==> config.mk <==
export PLATFORM = sky130hd
export DESIGN_NAME = wishbone_arbiter_2m_flat
export DESIGN_NICKNAME = d
export VERILOG_FILES = /design/src/rtl/wishbone_arbiter_2m_pkg.sv /design/src/rtl/wishbone_arbiter_2m_if.sv /design/src/rtl/wishbone_arbiter_2m_watchdog.sv /design/src/rtl/wishbone_arbiter_2m.sv /design/src/flat_wrapper.sv
export SDC_FILE = /design/constraint.sdc
export NUM_CORES = 1
export LEC_CHECK = 0
export CAP_MARGIN = 30
export CORE_AREA = 10 10 115 117
export CTS_BUF_LIST = sky130_fd_sc_hd__clkbuf_2
export CTS_CLUSTER_SIZE = 14
export DETAILED_ROUTE_END_ITERATION = 8
export DIE_AREA = 0 0 125 127
export PLACE_DENSITY = 0.82
export SLEW_MARGIN = 20
export SYNTH_ARGS = -nofsm -noshare
export SYNTH_HDL_FRONTEND = slang
export SYNTH_SLANG_ARGS = --single-unit
==> constraint.sdc <==
create_clock -name clk -period 4.8 [get_ports clk]
set_clock_uncertainty 0.15 [all_clocks]
set_input_delay 0.48 -clock clk [delete_from_list [all_inputs] [get_ports clk]]
set_output_delay 0.48 -clock clk [all_outputs]
set_load 0.05 [all_outputs]
==> src/rtl/wishbone_arbiter_2m_pkg.sv <==
// Shared types for the two-master Wishbone arbiter: FSM state encoding and grant codes.
// Latency: n/a (types and constants only).
// Backpressure: n/a.
package wb_arb_pkg;

  // GNT0/GNT1 share their low bits with the one-hot grant codes below.
  typedef enum logic [1:0] {
    IDLE  = 2'b00,
    GNT0  = 2'b01,
    GNT1  = 2'b10,
    FLUSH = 2'b11
  } arb_state_t;

  localparam logic [1:0] GNT_NONE = 2'b00;
  localparam logic [1:0] GNT_M0   = 2'b01;
  localparam logic [1:0] GNT_M1   = 2'b10;

endpackage

==> src/rtl/wishbone_arbiter_2m_if.sv <==
// One Wishbone classic bus segment: request signals from a master, response signals back.
// Latency: n/a (wires only).
// Backpressure: the slave holds ack low until it can complete the transfer.
interface wishbone_arbiter_2m_if;
  logic        we;
  logic        cyc;
  logic        stb;
  logic [3:0]  sel;
  logic [31:0] adr;
  logic [31:0] dat_w;
  logic        ack;
  logic [31:0] dat_r;
  logic        irq;

  // Side that issues transfers.
  modport master (
    output we, cyc, stb, sel, adr, dat_w,
    input  ack, dat_r, irq
  );

  // Side that answers transfers.
  modport slave (
    input  we, cyc, stb, sel, adr, dat_w,
    output ack, dat_r, irq
  );
endinterface

==> src/rtl/wishbone_arbiter_2m_watchdog.sv <==
// Stall watchdog: counts granted stb cycles without ack and fires on the TIMEOUT-th one.
// Latency: fire is combinational in the stalled cycle where the count equals TIMEOUT-1.
// Backpressure: none; an ack in the firing cycle suppresses fire (ack wins).
module wb_arb_watchdog #(
  parameter int TIMEOUT = 1024,
  parameter int CNT_W   = 16
) (
  input  logic clk,
  input  logic rst,
  input  logic enable,
  input  logic ack,
  output logic fire
);

  localparam logic [CNT_W-1:0] LAST = CNT_W'(TIMEOUT - 1);

  logic [CNT_W-1:0] cnt_q;

  // Count stalled cycles; clear on ack or when not stalling; saturate at LAST, never wrap.
  always_ff @(posedge clk or posedge rst) begin
    if (rst) begin
      cnt_q <= '0;
    end else if (!enable || ack) begin
      cnt_q <= '0;
    end else if (cnt_q != LAST) begin
      cnt_q <= cnt_q + 1'b1;
    end
  end

  assign fire = enable && !ack && (cnt_q == LAST);

endmodule

==> src/rtl/wishbone_arbiter_2m.sv <==
// Two-master Wishbone arbiter: round-robin grant held for the whole cyc burst, watchdog reclaims a stalled bus.
// Latency: grant is registered (request in t, slave cyc in t+1); data/ack paths are combinational while granted.
// Backpressure: the waiting master sees ack low until granted; nothing is buffered.
module wishbone_arbiter_2m
  import wb_arb_pkg::*;
#(
  parameter int TIMEOUT = 1024,
  parameter int CNT_W   = 16
) (
  input  logic                  clk,
  input  logic                  rst,
  wishbone_arbiter_2m_if.slave  m0,
  wishbone_arbiter_2m_if.slave  m1,
  wishbone_arbiter_2m_if.master s,
  output logic                  o_timeout,
  output logic [1:0]            o_grant
);

  arb_state_t state_q, state_d;
  logic       last_grant_q, last_grant_d;   // 0: master 0 was served last, 1: master 1
  logic [1:0] mask_q, mask_d;
  logic       req0, req1;
  logic       wd_enable, wd_fire;

  assign req0 = m0.cyc && !mask_q[0];
  assign req1 = m1.cyc && !mask_q[1];

  // cyc is part of the enable so a master releasing the bus with stb still up
  // clears the count before the bus is handed to the other master.
  assign wd_enable = ((state_q == GNT0) && m0.cyc && m0.stb) ||
                     ((state_q == GNT1) && m1.cyc && m1.stb);

  wb_arb_watchdog #(
    .TIMEOUT (TIMEOUT),
    .CNT_W   (CNT_W)
  ) u_watchdog (
    .clk    (clk),
    .rst    (rst),
    .enable (wd_enable),
    .ack    (s.ack),
    .fire   (wd_fire)
  );

  assign o_timeout = wd_fire;

  // State, round-robin pointer and timeout masks.
  always_ff @(posedge clk or posedge rst) begin
    if (rst) begin
      state_q      <= IDLE;
      last_grant_q <= 1'b1;
      mask_q       <= 2'b00;
    end else begin
      state_q      <= state_d;
      last_grant_q <= last_grant_d;
      mask_q       <= mask_d;
    end
  end

  // Arbitration, burst hold, direct handoff and watchdog-driven flush.
  always_comb begin
    state_d      = state_q;
    last_grant_d = last_grant_q;
    mask_d       = mask_q;
    if (!m0.cyc) mask_d[0] = 1'b0;
    if (!m1.cyc) mask_d[1] = 1'b0;
    case (state_q)
      IDLE: begin
        if (req0 && req1)  state_d = last_grant_q ? GNT0 : GNT1;
        else if (req0)     state_d = GNT0;
        else if (req1)     state_d = GNT1;
      end
      GNT0: begin
        if (wd_fire) begin
          mask_d[0] = 1'b1;
          state_d   = FLUSH;
        end else if (!m0.cyc) begin
          last_grant_d = 1'b0;
          state_d      = req1 ? GNT1 : IDLE;
        end
      end
      GNT1: begin
        if (wd_fire) begin
          mask_d[1] = 1'b1;
          state_d   = FLUSH;
        end else if (!m1.cyc) begin
          last_grant_d = 1'b1;
          state_d      = req0 ? GNT0 : IDLE;
        end
      end
      FLUSH:   state_d = IDLE;
      default: state_d = IDLE;
    endcase
  end

  // Grant indication straight from the registered state.
  always_comb begin
    o_grant = GNT_NONE;
    case (state_q)
      GNT0:    o_grant = GNT_M0;
      GNT1:    o_grant = GNT_M1;
      default: o_grant = GNT_NONE;
    endcase
  end

  // Bus mux: granted master drives the slave port and sees its response; everything else is zero.
  always_comb begin
    s.we     = 1'b0;
    s.cyc    = 1'b0;
    s.stb    = 1'b0;
    s.sel    = 4'h0;
    s.adr    = 32'h0;
    s.dat_w  = 32'h0;
    m0.ack   = 1'b0;
    m0.dat_r = 32'h0;
    m1.ack   = 1'b0;
    m1.dat_r = 32'h0;
    case (state_q)
      GNT0: begin
        s.we     = m0.we;
        s.cyc    = m0.cyc;
        s.stb    = m0.stb;
        s.sel    = m0.sel;
        s.adr    = m0.adr;
        s.dat_w  = m0.dat_w;
        m0.ack   = s.ack;
        m0.dat_r = s.dat_r;
      end
      GNT1: begin
        s.we     = m1.we;
        s.cyc    = m1.cyc;
        s.stb    = m1.stb;
        s.sel    = m1.sel;
        s.adr    = m1.adr;
        s.dat_w  = m1.dat_w;
        m1.ack   = s.ack;
        m1.dat_r = s.dat_r;
      end
      default: ;
    endcase
  end

  assign m0.irq = s.irq;
  assign m1.irq = s.irq;

endmodule

==> src/flat_wrapper.sv <==
// flat-port wrapper written by rule: the top's interface ports become plain ports
module wishbone_arbiter_2m_flat import wb_arb_pkg::*;
#(
  parameter int TIMEOUT = 1024,
  parameter int CNT_W   = 16
)
  (clk, rst, o_timeout, o_grant, m0_we, m0_cyc, m0_stb, m0_sel, m0_adr, m0_dat_w, m0_ack, m0_dat_r, m0_irq, m1_we, m1_cyc, m1_stb, m1_sel, m1_adr, m1_dat_w, m1_ack, m1_dat_r, m1_irq, s_we, s_cyc, s_stb, s_sel, s_adr, s_dat_w, s_ack, s_dat_r, s_irq);
  wishbone_arbiter_2m_if m0_i ();
  wishbone_arbiter_2m_if m1_i ();
  wishbone_arbiter_2m_if s_i ();
  input  logic clk;
  input  logic rst;
  output logic o_timeout;
  output logic [1:0] o_grant;
  input wire logic [$bits(m0_i.we)-1:0] m0_we;
  input wire logic [$bits(m0_i.cyc)-1:0] m0_cyc;
  input wire logic [$bits(m0_i.stb)-1:0] m0_stb;
  input wire logic [$bits(m0_i.sel)-1:0] m0_sel;
  input wire logic [$bits(m0_i.adr)-1:0] m0_adr;
  input wire logic [$bits(m0_i.dat_w)-1:0] m0_dat_w;
  output wire logic [$bits(m0_i.ack)-1:0] m0_ack;
  output wire logic [$bits(m0_i.dat_r)-1:0] m0_dat_r;
  output wire logic [$bits(m0_i.irq)-1:0] m0_irq;
  input wire logic [$bits(m1_i.we)-1:0] m1_we;
  input wire logic [$bits(m1_i.cyc)-1:0] m1_cyc;
  input wire logic [$bits(m1_i.stb)-1:0] m1_stb;
  input wire logic [$bits(m1_i.sel)-1:0] m1_sel;
  input wire logic [$bits(m1_i.adr)-1:0] m1_adr;
  input wire logic [$bits(m1_i.dat_w)-1:0] m1_dat_w;
  output wire logic [$bits(m1_i.ack)-1:0] m1_ack;
  output wire logic [$bits(m1_i.dat_r)-1:0] m1_dat_r;
  output wire logic [$bits(m1_i.irq)-1:0] m1_irq;
  output wire logic [$bits(s_i.we)-1:0] s_we;
  output wire logic [$bits(s_i.cyc)-1:0] s_cyc;
  output wire logic [$bits(s_i.stb)-1:0] s_stb;
  output wire logic [$bits(s_i.sel)-1:0] s_sel;
  output wire logic [$bits(s_i.adr)-1:0] s_adr;
  output wire logic [$bits(s_i.dat_w)-1:0] s_dat_w;
  input wire logic [$bits(s_i.ack)-1:0] s_ack;
  input wire logic [$bits(s_i.dat_r)-1:0] s_dat_r;
  input wire logic [$bits(s_i.irq)-1:0] s_irq;
  assign m0_i.we = m0_we;
  assign m0_i.cyc = m0_cyc;
  assign m0_i.stb = m0_stb;
  assign m0_i.sel = m0_sel;
  assign m0_i.adr = m0_adr;
  assign m0_i.dat_w = m0_dat_w;
  assign m0_ack = m0_i.ack;
  assign m0_dat_r = m0_i.dat_r;
  assign m0_irq = m0_i.irq;
  assign m1_i.we = m1_we;
  assign m1_i.cyc = m1_cyc;
  assign m1_i.stb = m1_stb;
  assign m1_i.sel = m1_sel;
  assign m1_i.adr = m1_adr;
  assign m1_i.dat_w = m1_dat_w;
  assign m1_ack = m1_i.ack;
  assign m1_dat_r = m1_i.dat_r;
  assign m1_irq = m1_i.irq;
  assign s_we = s_i.we;
  assign s_cyc = s_i.cyc;
  assign s_stb = s_i.stb;
  assign s_sel = s_i.sel;
  assign s_adr = s_i.adr;
  assign s_dat_w = s_i.dat_w;
  assign s_i.ack = s_ack;
  assign s_i.dat_r = s_dat_r;
  assign s_i.irq = s_irq;
  wishbone_arbiter_2m #(.TIMEOUT(TIMEOUT), .CNT_W(CNT_W)) u_core (.clk(clk), .rst(rst), .m0(m0_i), .m1(m1_i), .s(s_i), .o_timeout(o_timeout), .o_grant(o_grant));
endmodule
==> results.py <==
metrics = {
    "global_routing": {
        "first_global_vias": 4143,
        "antenna_found_initial": 0,
        "grt_start_max_net_pins": 65,
        "grt_pass1_wl_microns": 25400,
        "grt_use_total": 0.198,
        "gr-total-overflow": 0,
    },
    "route": {
        "drc": 0,
        "wl_per_cell_microns": 21.7,
        "drt_pass1_iterations": 5,
        "ant_nets": 0,
        "num_vias": 4039,
        "drtIter0Drc": 279,
        "wirelength_microns": 17600,
        "vias_per_cell": 4.99,
    },
    "timing": {
        "tightest_slew_ns": 0.804,
        "setup_viol": 0,
        "hold_viol_final": 0,
        "slew_violations": 0,
        "slew_headroom": 0.464,
        "period_needed_ns": 4.00,
        "whs_ns": 0.370,
        "setup_tns_ns": 0,
        "max_freq_ghz": 0.250,
        "rsz0062_at_grt": "no",
        "min_period_over_period": 0.833,
    },
    "worst_setup_path": {
        "cp_cell_sequence": "inv_1, ha_4, buf_4, a22o_1, and2_1, clkdlybuf4s50_1",
        "cp.required_ns": 4.17,
        "cp_max_fo": 59,
        "crit_slowest_cell": "clkdlybuf4s50_1",
        "cp_slowest_stage_delay_ns": 0.81,
        "reg2reg_slack_ns": 2.01,
        "critPathKind": "reg2out",
        "cp.depth": 6,
        "reg2reg_depth": 6,
        "cp.arrival_ns": 3.37,
        "end_kind": "output port",
        "crit_buf_inv": 3,
        "start_kind": "flip-flop",
        "critPathTopFamily": "buffers and inverters",
    },
    "logic_synthesis": {
        "syn-mean-instance-area_sq_um": 7.38,
        "synth_top_area_frac": 0.189,
        "netlist.top_cell.by_area": "a22oi_1",
        "syn-cell-area_sq_um": 2780,
        "yosysSeqAreaShare": 0.189,
        "synthCells": 377,
        "yosys_warnings": 0,
        "synthTopCellsByArea": "a22oi_1 (19%), dfrtp_1 (18%), nor2b_1 (16%)",
        "ys_seq_elements": 21,
        "post_synth_num_cell_types": 40,
        "syn_nets": 562,
    },
    "final_layout": {
        "multiInputGateArea_sq_um": 2100,
        "register_area_sq_um": 527,
        "syn2layout_area_growth_pct": 118,
        "final_util": 0.544,
        "fin_nets": 851,
        "final_layout_size_suffix_gt1_frac": 0.0226,
        "final_area_sq_um": 6050,
        "fin_cells": 809,
        "fillCellCount": 990,
        "final_common_cell": "clkdlybuf4s50_1",
        "layout_common_cells": "clkdlybuf4s50_1 (316), a22oi_1 (70), nor2b_1 (70)",
    },
    "floorplanning": {
        "num_io_pins": 320,
        "fp.dieW_microns": 125,
        "coreArea_sq_um": 11100,
        "initial_utilization": 0.250,
        "num_rows": 39,
        "fp.dieArea_sq_um": 15900,
        "die_h_microns": 127,
    },
    "min_path": {
        "hp-class": "in2async",
    },
    "cts": {
        "cts_made_buffers": 3,
        "cts_hold_buf": 0,
        "h-tree-depth": 1,
        "clock_path_buffers": 2,
        "cts.sinks": 21,
        "root_buffer": "clkbuf_2",
        "cts_tree": "built",
        "cts.clk_slew.worst_paths_ns": 0.23,
        "cts_setup_buffers": 0,
        "insertion_delay_ns": 0.37,
        "post_cts_resize_count": 0,
    },
    "pwr": {
        "clock_power_share": 0.021,
        "p_sw_frac": 0.624,
        "p_sw_w": 0.00245,
        "comb_power_share": 0.925,
        "power_per_cell_area_nw_per_um2": 649,
        "p_int_w": 0.00148,
        "seqPwrFrac": 0.054,
        "p_leak_nw": 2.12,
        "ir_worst_vdd_mv": 0.413,
    },
    "outcome": {
        "status": "completed",
    },
    "place": {
        "routabilityCongestion": 0.896,
        "dp_hpwl_microns": 14900,
        "dpl-instance-area_sq_um": 6030,
        "dpl.cell_count": 804,
        "io_buffers": 316,
    },
    "flow_run": {
        "cap_violations": 0,
    },
}
cells in the mapped netlist:
cell type,count
inv_1,7
xnor2_1,3
o31ai_1,3
o41ai_1,2
a21oi_1,10
a211oi_1,2
nand4_1,3
a2111o_1,1
nand2_1,9
a31oi_1,2
nand4bb_1,1
nor2b_1,70
nand3_1,8
o21ai_0,9
nor4bb_1,1
ha_1,7
dfstp_2,1
dfrtp_1,20
a32oi_1,1
or4_1,7
o22ai_1,2
buf_4,2
nand2b_1,2
nor2_1,9
and2_1,68
nor4_1,3
o311ai_1,2
and3_1,2
a32o_1,1
buf_1,3
o21ba_2,1
a22o_1,3
or3_1,5
or2_2,1
a22oi_1,70
buf_2,1
nand4b_1,2
xor2_1,1
clkbuf_1,31
mux2_2,1
power groups by stage:
stage	combinational, W	sequential, W	clock [W]
floorplan	0.00243	0.000207	0
global placement	0.00363	0.000212	0
detailed placement	0.00365	0.000213	0
CTS	0.00367	0.000210	0.0000814
global route	0.00379	0.000213	0.0000889
finish	0.00363	0.000211	0.0000824
routing by layer:
layer / track usage / vias to the layer above / share of wire
met2: 0.377 / 170 / 0.53
met4: 0.0210 / 0 / 0.0064
met5: 0 / - / 0
met3: 0.0711 / 11 / 0.090
li1: - / 1932 / -
met1: 0.210 / 1926 / 0.37
sequential cells by signal, indices dropped and copies added, names as in the netlist:
signal / cells
u_core.last_grant_q: 1
u_core.mask_q: 2
u_core.state_q: 2
u_core.u_watchdog.cnt_q: 16
layout make-up:
cell class              instances  area share
clock inverters                 1    0.000827
multi-input cells             312       0.346
diodes                          1    0.000414
clock buffers                   3     0.00248
repair buffers                321       0.529
well taps                     143      0.0296
flip-flops and latches         21      0.0871
inverters                       7     0.00434
final timing paths:
kind / startpoint / to
setup / recovery: u_core.state_q[1] / s_cyc
max in group asynchronous: rst / u_core.u_watchdog.cnt_q[10]
min in group clk: u_core.last_grant_q / u_core.last_grant_q
setup reg to reg: u_core.state_q[1] / u_core.state_q[1]
hold / removal: rst / u_core.u_watchdog.cnt_q[1]
hold reg to reg: u_core.last_grant_q / u_core.last_grant_q
cell families after synthesis:
kind of cell | synth area share
buffers and inverters | 0.0625
AND/OR/NAND/NOR | 0.418
multiplexers | 0.00405
flip-flops | 0.189
adder cells (fa/ha/maj) | 0.0315
AO/OA/AOI/OAI | 0.282
XOR/XNOR | 0.0126
per-stage QoR:
step,total power (W),worst slack [ns]
floorplan,0.00263,1.85
global placement,0.00384,1.29
detailed placement,0.00387,1.23
CTS,0.00396,0.805
global route,0.00410,0.613
finish,0.00393,0.803
Note: power is estimated with default switching activity, not from simulation.
